$ cat src/rtl/dct_pkg.sv
// Shared constants and types for the quantize / zig-zag stage.
package dct_pkg;

  localparam int unsigned COEF_W = 10;
  localparam int unsigned NCOEF  = 16;
  localparam int unsigned IDX_W  = 4;
  localparam int unsigned SH_W   = 2;

  typedef logic signed [COEF_W-1:0] coef_t;
  typedef logic        [IDX_W-1:0]  idx_t;
  typedef logic        [SH_W-1:0]   shift_t;

  typedef enum logic {IDLE, SEND} rd_state_e;

  // One registered output beat towards the entropy coder.
  typedef struct packed {
    logic  valid;
    logic  last;
    coef_t data;
  } out_beat_t;

  // Shift per raster position, stored as (s-1) so the range 1..4 fits two bits.
  localparam shift_t QSHIFT [NCOEF] = '{
    2'd0, 2'd0, 2'd1, 2'd1,
    2'd0, 2'd1, 2'd1, 2'd2,
    2'd1, 2'd1, 2'd2, 2'd2,
    2'd1, 2'd2, 2'd2, 2'd3
  };

  // Raster index emitted in each output slot.
  localparam idx_t ZIGZAG [NCOEF] = '{
    4'd0,  4'd1,  4'd4,  4'd8,
    4'd5,  4'd2,  4'd3,  4'd6,
    4'd9,  4'd12, 4'd13, 4'd10,
    4'd7,  4'd11, 4'd14, 4'd15
  };

endpackage

$ cat src/rtl/quant_zigzag_if.sv
// Coefficient stream in from the DCT stage and zig-zag stream out to the entropy coder.
interface quant_zigzag_if;
  import dct_pkg::*;

  logic  in_valid;
  coef_t in_data;
  logic  out_valid;
  coef_t out_data;
  logic  out_last;

  modport master (
    output in_valid, in_data,
    input  out_valid, out_data, out_last
  );

  modport slave (
    input  in_valid, in_data,
    output out_valid, out_data, out_last
  );

endinterface

$ cat src/rtl/quant_round.sv
// Combinational quantizer: sign(c) * ((|c| + 2^(s-1)) >> s), round half away from zero.
module quant_round
  import dct_pkg::*;
(
  input  coef_t  i_coef,
  input  shift_t i_shift_m1,
  output coef_t  o_q
);

  localparam int unsigned MAG_W = COEF_W + 1;

  logic signed [MAG_W-1:0] w_ext;
  logic        [MAG_W-1:0] w_abs;
  logic        [MAG_W-1:0] w_half;
  logic        [MAG_W-1:0] w_mag;
  logic        [2:0]       w_shift;
  logic                    w_neg;

  // One extra bit keeps |-512| representable.
  assign w_ext   = {i_coef[COEF_W-1], i_coef};
  assign w_neg   = w_ext[MAG_W-1];
  assign w_abs   = w_neg ? MAG_W'(-w_ext) : MAG_W'(w_ext);
  assign w_half  = MAG_W'(1) << i_shift_m1;
  assign w_shift = 3'(i_shift_m1) + 3'd1;
  assign w_mag   = (w_abs + w_half) >> w_shift;
  assign o_q     = w_neg ? COEF_W'(-w_mag) : COEF_W'(w_mag);

endmodule

$ cat src/rtl/quant_zigzag.sv
// Quantizes 4x4 coefficient blocks into a ping-pong buffer and streams them out in zig-zag order.
module quant_zigzag
  import dct_pkg::*;
(
  input  logic           clk,
  input  logic           rst_n,
  quant_zigzag_if.slave  bus
);

  coef_t     r_bank [2][NCOEF];
  logic [1:0] r_full;
  logic [1:0] w_full_nxt;
  logic      r_wr_bank;
  logic      r_rd_bank;
  logic      w_rd_bank_nxt;
  idx_t      r_wr_cnt;
  idx_t      r_rd_cnt;
  idx_t      w_rd_cnt_nxt;
  rd_state_e r_state;
  rd_state_e w_state_nxt;
  out_beat_t r_out;
  out_beat_t w_out_nxt;
  coef_t     w_q;
  logic      w_wr_done;
  logic      w_emit;

  quant_round u_quant (
    .i_coef     (bus.in_data),
    .i_shift_m1 (QSHIFT[r_wr_cnt]),
    .o_q        (w_q)
  );

  assign w_wr_done = bus.in_valid && (r_wr_cnt == idx_t'(NCOEF - 1));

  // Bank contents need no reset: r_full alone says whether a bank holds a block.
  always_ff @(posedge clk) begin
    if (bus.in_valid) r_bank[r_wr_bank][r_wr_cnt] <= w_q;
  end

  // Write side: a gap in in_valid restarts the block at index 0.
  always_ff @(posedge clk or negedge rst_n) begin
    if (!rst_n) begin
      r_wr_cnt  <= '0;
      r_wr_bank <= 1'b0;
    end else if (bus.in_valid) begin
      r_wr_cnt <= r_wr_cnt + idx_t'(1);
      if (w_wr_done) r_wr_bank <= ~r_wr_bank;
    end else begin
      r_wr_cnt <= '0;
    end
  end

  // Read FSM: the IDLE cycle that sees a full bank already emits slot 0.
  always_comb begin
    w_state_nxt   = r_state;
    w_rd_cnt_nxt  = r_rd_cnt;
    w_rd_bank_nxt = r_rd_bank;
    w_full_nxt    = r_full;
    w_out_nxt     = '0;
    w_emit        = 1'b0;

    if (w_wr_done) w_full_nxt[r_wr_bank] = 1'b1;

    case (r_state)
      IDLE: begin
        if (r_full[r_rd_bank]) begin
          w_state_nxt = SEND;
          w_emit      = 1'b1;
        end
      end
      SEND:    w_emit      = 1'b1;
      default: w_state_nxt = IDLE;
    endcase

    if (w_emit) begin
      w_out_nxt.valid = 1'b1;
      w_out_nxt.data  = r_bank[r_rd_bank][ZIGZAG[r_rd_cnt]];
      w_rd_cnt_nxt    = r_rd_cnt + idx_t'(1);
      if (r_rd_cnt == idx_t'(NCOEF - 1)) begin
        w_out_nxt.last        = 1'b1;
        w_full_nxt[r_rd_bank] = 1'b0;
        w_rd_bank_nxt         = ~r_rd_bank;
        w_state_nxt           = r_full[~r_rd_bank] ? SEND : IDLE;
      end
    end
  end

  always_ff @(posedge clk or negedge rst_n) begin
    if (!rst_n) begin
      r_state   <= IDLE;
      r_rd_cnt  <= '0;
      r_rd_bank <= 1'b0;
      r_full    <= '0;
      r_out     <= '0;
    end else begin
      r_state   <= w_state_nxt;
      r_rd_cnt  <= w_rd_cnt_nxt;
      r_rd_bank <= w_rd_bank_nxt;
      r_full    <= w_full_nxt;
      r_out     <= w_out_nxt;
    end
  end

  assign bus.out_valid = r_out.valid;
  assign bus.out_data  = r_out.data;
  assign bus.out_last  = r_out.last;

endmodule
$ cat src/flat_wrapper.sv
// flat-port wrapper written by rule: the top's interface ports become plain ports
module quant_zigzag_flat import dct_pkg::*;
  (clk, rst_n, bus_in_valid, bus_in_data, bus_out_valid, bus_out_data, bus_out_last);
  quant_zigzag_if bus_i ();
  input  logic clk;
  input  logic rst_n;
  input wire logic [$bits(bus_i.in_valid)-1:0] bus_in_valid;
  input wire logic [$bits(bus_i.in_data)-1:0] bus_in_data;
  output wire logic [$bits(bus_i.out_valid)-1:0] bus_out_valid;
  output wire logic [$bits(bus_i.out_data)-1:0] bus_out_data;
  output wire logic [$bits(bus_i.out_last)-1:0] bus_out_last;
  assign bus_i.in_valid = bus_in_valid;
  assign bus_i.in_data = bus_in_data;
  assign bus_out_valid = bus_i.out_valid;
  assign bus_out_data = bus_i.out_data;
  assign bus_out_last = bus_i.out_last;
  quant_zigzag u_core (.clk(clk), .rst_n(rst_n), .bus(bus_i));
endmodule
$ cat config.mk
export PLATFORM = sky130hd
export DESIGN_NAME = quant_zigzag_flat
export DESIGN_NICKNAME = d
export VERILOG_FILES = /design/src/rtl/dct_pkg.sv /design/src/rtl/quant_zigzag_if.sv /design/src/rtl/quant_round.sv /design/src/rtl/quant_zigzag.sv /design/src/flat_wrapper.sv
export SDC_FILE = /design/constraint.sdc
export NUM_CORES = 1
export LEC_CHECK = 0
export CORE_MARGIN = 10
export CORE_UTILIZATION = 56
export DETAILED_ROUTE_END_ITERATION = 12
export GPL_TIMING_DRIVEN = 0
export HOLD_SLACK_MARGIN = 0.05
export PLACE_DENSITY = 0.82
export SYNTH_ARGS = -nofsm -noshare
export SYNTH_HDL_FRONTEND = slang
export SYNTH_HIERARCHICAL = 1
export SYNTH_SLANG_ARGS = --single-unit
$ cat constraint.sdc
create_clock -name clk -period 5 [get_ports clk]
set_input_delay 1 -clock clk [delete_from_list [all_inputs] [get_ports clk]]
set_output_delay 1 -clock clk [all_outputs]
set_load 0.005 [all_outputs]
# After elaboration in Yosys (flattened, before gate mapping)
# Memory sizes are Yosys's and may differ from the RTL's.
# Cells that the tools add are included.
classes:
  n_addsub: 6
  n_lt_le_gt_ge: 9
  eq_ne: 2
  n_shift: 2
  mux: 33
  bitwise_logic: 9
  reduce_logical: 6
ops:
  columns: ["operator", "n"]
  rows:
  - ["$mux 160", 1]
  - ["$bmux 10 s4", 1]
  - ["$demux 10 s4", 1]
  - ["$mux 10", 4]
  - ["$ge 5x5->1 const B", 3]
  - ["$not 4->5", 3]
  - ["$mux 1", 13]
  - ["$mux 12", 1]
  - ["$mux 4", 3]
  - ["$add 11x11->11", 1]
  - ["$mux 11", 1]
  - ["$neg 10->11", 1]
  - ["$shl 1x2->11 const A", 1]
  - ["$shr 11x3->10", 1]
  - ["$mux 2", 5]
  - ["$neg 10->10", 1]
  - ["$add 4x1->4 const B", 2]
  - ["$eq 4x4->1 const B", 2]
  - ["$lt 1x2->1 const B", 3]
  - ["$lt 5x1->1 const B", 1]
  - ["$logic_and 1x1->1", 4]
  - ["$reduce_and 2->1", 2]
  - ["$add 2x1->3 const B", 1]
  - ["$not 1->1", 3]
  - ["other kinds (6)", 8]
word_totals:
  register_bits: 25
  ram_bits: 320
  mem_bits_ro: 96
  inputBits: 13
  output_inout_bits: 12
  mem_count: 3
mem_list:
  columns: ["memory", "depth", "word_bits", "rd", "rd_ports_with_merged_regs", "wr", "line_no", "source"]
  rows:
  - ["u_core.r_bank", 2, 160, 1, 0, 1, "quant_zigzag.sv:10", "coef_t r_bank [2][NCOEF];"]
  - ["(name not given)", 16, 4, 1, 0, 0, "quant_zigzag.sv:77", "w_out_nxt.data = r_bank[r_rd_bank][ZIGZAG[r_rd_cnt]];"]
  - ["(name not given)", 16, 2, 1, 0, 0, "quant_zigzag.sv:29", ".i_shift_m1 (QSHIFT[r_wr_cnt]),"]

# Depth between registers and ports, before layout
depth:
  depth_word: 9
  ltp_mapped: 20
  depth_no_buf: 19

# Cells and area by module
# The synthesis kept the hierarchy.
by_module_without_submodules:
  columns: ["module", "n_inst", "cells_per_inst", "area_per_inst_um2"]
  rows:
  - ["quant_zigzag", 1, 815, 13738.2]
  - ["quant_round", 1, 153, 1124.8]

# Least setup slack after synthesis
# No wires, ideal clock.
synth_timing:
  path_kind: "reg2reg"
  from: "register u_core.r_wr_cnt[0]"
  to: "memory u_core/r_bank[0][108] in the netlist's numbering (data pin)"
  arrival_time_ns: 4.653
  t_required_ns: 4.629
  path_slack_ns: -0.024
  path_stages_with_launch: 20
  synth_period_minus_slack_ns: 5.024
  path_cell_list: "dfrtp_1 -> inv_1 -> ha_1 -> nand2_1 -> o211ai_1 -> o21ai_0 -> clkbuf_8 -> clkinv_1 -> nor2_1 -> ha_1 -> nor2b_1 -> o21ai_0 -> a21o_1 -> nand2_1 -> a211oi_1 -> ha_1 -> inv_1 -> a2111o_1 -> o41ai_1 -> xor2_1"
synth_via:
  elab_chain_cells: 9
synth_rtl:
  columns: ["element", "line_no", "source"]
  rows:
  - ["start, declared", "quant_zigzag.sv:16", "idx_t r_wr_cnt;"]
  - ["start signal, assigned", "quant_zigzag.sv:46", "r_wr_cnt <= r_wr_cnt + idx_t'(1);"]
  - ["$not 4->5 (implied by the code) *", "quant_zigzag.sv:29", null]
  - ["$mem_v2 16x2 *", null, null]
  - ["$mux 2 (implied by the code) * (2 in series)", "quant_zigzag.sv:29", null]
  - ["$shl 1x2->11", "quant_round.sv:23", "assign w_half = MAG_W'(1) << i_shift_m1;"]
  - ["$add 11x11->11", "quant_round.sv:25", "assign w_mag = (w_abs + w_half) >> w_shift;"]
  - ["$shr 11x3->10 *", "quant_round.sv:25", null]
  - ["$neg 10->10", "quant_round.sv:26", "assign o_q = w_neg ? COEF_W'(-w_mag) : COEF_W'(w_mag);"]
  - ["$mux 10 *", "quant_round.sv:26", null]
  - ["named net u_core.w_q[8]", "quant_zigzag.sv:23", "coef_t w_q;"]
  - ["end, declared", "quant_zigzag.sv:10", null]
# Mark *: on every way through the listed nets, which the timed path passes. The rest lies on a longest branch. The select of a mux whose other input is x is not followed.

# Worst setup path after layout
layout_timing:
  from: "register u_core.r_wr_cnt[1]"
  to: "memory u_core/r_bank[0][29] in the netlist's numbering (data pin)"
# The elaborated chain is that of the path after synthesis.

==> impl_metrics.json <==
{
  "status": "complete, no violations",
  "synth-compound-area-share_pct": 7.96,
  "hold_class": "in2async",
  "hold_violations": 0,
  "cts.path.max_buffers": 3,
  "finalWirelength_mm": 37.3,
  "antenna_found_initial": 0,
  "coreArea_mm2": 0.0261,
  "postRouteAntennaNets": 0,
  "synthMuxAreaShare_pct": 9.06,
  "drtIter0Drc": 1382,
  "hold_buffers": 0,
  "rows": 59,
  "yosys.area_share.simple_pct": 8.49,
  "vias_per_cell": 6.68,
  "synth_area_per_cell_um2": 15.4,
  "total_power_mw": 7.14,
  "rr_worst_depth": 18,
  "diodes": 0,
  "grt_first_pass_wirelength_mm": 55.6,
  "required_ns": 5.12,
  "grt-ovfl-total": 0,
  "worst_pin_slew_ns": 1.35,
  "ys_warn_count": 6,
  "cap_viol_max_count": 0,
  "tns_ns": 0,
  "fp.dieW_um": 183,
  "clock_latency_ns": 0.52,
  "ys.flop_type": "edfxtp_1",
  "grt_max_degree": 33,
  "r2r_slack_ns": 0.09,
  "areaGrowthSynthToFinish_pct": 15.3,
  "initial_core_util_pct": 57.0,
  "synth-seq-area-share_pct": 68.9,
  "end_kind": "register",
  "power_density_mw_per_mm2": 417,
  "io_pins": 25,
  "io_buffers": 24,
  "setup_viol": 0,
  "drtPass1Iterations": 6,
  "nFillCells": 1684,
  "synth_fa_ha_area_share_pct": 1.65,
  "fp.dieArea_mm2": 0.0335,
  "slew_headroom_pct": 9.71,
  "clk_pin_slew_ns": 0.06,
  "synth_top_family_by_area": "multiplexers",
  "cts_tree": "done",
  "wl_per_cell_um": 26.5,
  "syn_inst": 968,
  "synth_nets": 1000,
  "r2r_start": "u_core/r_wr_cnt[1]$_DFF_PN0_",
  "fin_nets": 1083,
  "grt.total_usage_pct": 21.6,
  "slew_violations": 0,
  "ys_ff_latch": 345,
  "vias": 9400,
  "p_leak_nw": 5.63,
  "htree_levels": 2,
  "drc": 0,
  "fin_skew_ns": 0.0236,
  "cts-root-buf": "clkbuf_16",
  "gp_congestion": 0.958,
  "worst_ep_arrival_time_ns": 5.03,
  "cts.sinks": 345,
  "fin_crit_ns": 4.91,
  "synth_edf_count": 320,
  "synth-async-reset-ratio_pct": 7.25,
  "synth.distinct_cells": 82,
  "critPathKind": "reg2reg",
  "cts_buffers": 35,
  "die_h_um": 183,
  "critical_path.startpoint_type": "register",
  "fmax_mhz": 204,
  "synth-xor-area-share_pct": 1.35,
  "worst_r2r_endpoint": "u_core/r_bank[0][29]$_DFFE_PP_",
  "post-route-period-util_pct": 98.1,
  "crit_fanout": 16,
  "peakVddDrop_v": 0.000255,
  "syn_area_mm2": 0.0149,
  "place_hpwl_mm": 23.2,
  "grt_pass1_vias": 9306,
  "drive_above_1_share_pct": 18.5
}
[Yosys cell counts (7+ instances only)]
cell type	n	area (µm²)
edfxtp_1	320	9610
nand2_1	121	454
nor2_1	49	184
nand3_1	43	215
mux2i_1	40	400
mux4_2	37	833
a31oi_1	35	219
dfrtp_1	25	626
clkbuf_1	20	75.1
inv_1	20	75.1
ha_1	18	225
xnor2_1	18	158
o21ai_0	15	75.1
o211ai_1	14	105
a32oi_1	12	105
a211oi_1	10	75.1
mux2_2	10	113
o221ai_1	10	87.6
a21oi_1	9	45.0
buf_2	9	45.0
nor2b_1	9	56.3
nand2b_1	8	50.1
buf_4	7	52.6
nor3_1	7	35.0
[metal layers]
metal  track usage (%)  up-vias  part of all wire (%)
met5                 0        -                     0
met4              9.23        0                   4.0
met3              4.13      128                    11
met2              35.5      632                    49
met1              27.8     4683                    36
li1                  -     3957                     -
[report_power, final]
group	internal, mW	total [mW]	switching (mW)	leakage, nW
Sequential	3.41	3.43	0.0207	3.23
Combinational	0.472	1.35	0.878	1.91
Clock	1.34	2.36	1.03	0.489
Total	5.22	7.14	1.93	5.63
[critical path: stages (launching register included)]
cell       delay (ns)
dfrtp_2          0.44
inv_1            0.09
ha_2             0.21
nand2_1          0.16
o211ai_1         0.14
o21ai_2          0.13
clkbuf_8         0.22
inv_4            0.08
nand2_2          0.13
inv_1            0.08
ha_1             0.32
nand4bb_4        0.16
a221oi_4         0.43
nand2_2          0.18
xnor2_2          0.26
o32a_1           0.21
nand4b_1         0.28
nor4_4           0.61
a31oi_4          0.39
[timing repair]
action / in CTS / in global routing
cloned: 2 / 0
pin swaps: 4 / 5
setup endpoints to repair: 224 / 248
resized for setup: 18 / 33
setup buffers: 8 / 4
[how the worst max path moves through the flow]
| stage | end | start | slack, ns | depth (start not counted) |
|---|---|---|---|---|
| after floorplan | u_core/r_bank[0][107]$_DFFE_PP_ | bus_in_data[9] | 0.07 | 13 |
| after global placement | u_core/r_bank[1][107]$_DFFE_PP_ | bus_in_data[0] | -2.13 | 15 |
| after detailed placement | u_core/r_bank[1][118]$_DFFE_PP_ | bus_in_data[0] | -1.28 | 16 |
| after CTS | u_core/r_bank[1][68]$_DFFE_PP_ | u_core/r_wr_cnt[0]$_DFF_PN0_ | 0.001 | 20 |
| after global routing | u_core/r_bank[0][5]$_DFFE_PP_ | bus_in_data[9] | -0.02 | 16 |
| final | u_core/r_bank[0][29]$_DFFE_PP_ | u_core/r_wr_cnt[1]$_DFF_PN0_ | 0.09 | 18 |
[registers in the layout, indices dropped and copies added, names as in the netlist]
signal	flops
u_core/r_bank	320
u_core/bus.out_data	10
u_core/r_rd_cnt	4
u_core/r_wr_cnt	4
u_core/r_full	2
u_core/bus.out_last	1
u_core/bus.out_valid	1
u_core/r_rd_bank	1
u_core/r_state	1
u_core/r_wr_bank	1
[kinds of logic after synthesis]
| family | count (synthesis) |
|---|---|
| XOR/XNOR | 22 |
| adder cells (fa/ha/maj) | 19 |
| flip-flops | 345 |
| multiplexers | 87 |
| AND/OR/NAND/NOR | 272 |
| buffers and inverters | 70 |
| AO/OA/AOI/OAI | 153 |
[layout make-up]
cell class	instances	area, µm²	area share, %
plain buffers	47	308	1.80
clock buffers	44	910	5.31
clock inverters	15	100	0.584
inverters	23	88.8	0.518
multi-input cells	555	4610	26.9
flip-flops and latches	345	10200	59.7
well taps	335	419	2.45
repair buffers	44	462	2.69
[cell usage in the layout (no fill, tap or decap), types with 12 or more instances in the layout]
cell,netlist,layout
edfxtp_1,320,320
buf_4,7,19
o21ai_0,15,12
a31oi_1,35,34
nand3_1,43,43
clkbuf_1,20,27
inv_1,20,19
nor2_1,49,46
clkdlybuf4s50_1,0,22
ha_1,18,16
dfrtp_1,25,23
clkbuf_16,0,35
mux2i_1,40,39
a32oi_1,12,12
nand2_1,121,119
o211ai_1,14,14
mux4_2,37,37
[through the flow]
stage	cell area, µm²	setup WS (ns)	utilization [%]	hold WS, ns	std cells
2_1_floorplan	14900	0.0678	-	0.475	968
3_3_place_gp	15500	-2.13	59.6	0.499	1327
3_5_place_dp	15700	-1.28	60.4	0.510	1335
4_1_cts	17000	0.00102	65.1	0.554	1404
5_1_grt	17100	-0.0201	65.8	0.561	1408
6_report	17100	0.0928	65.8	0.527	1408
(Power assumes the default switching activity.)
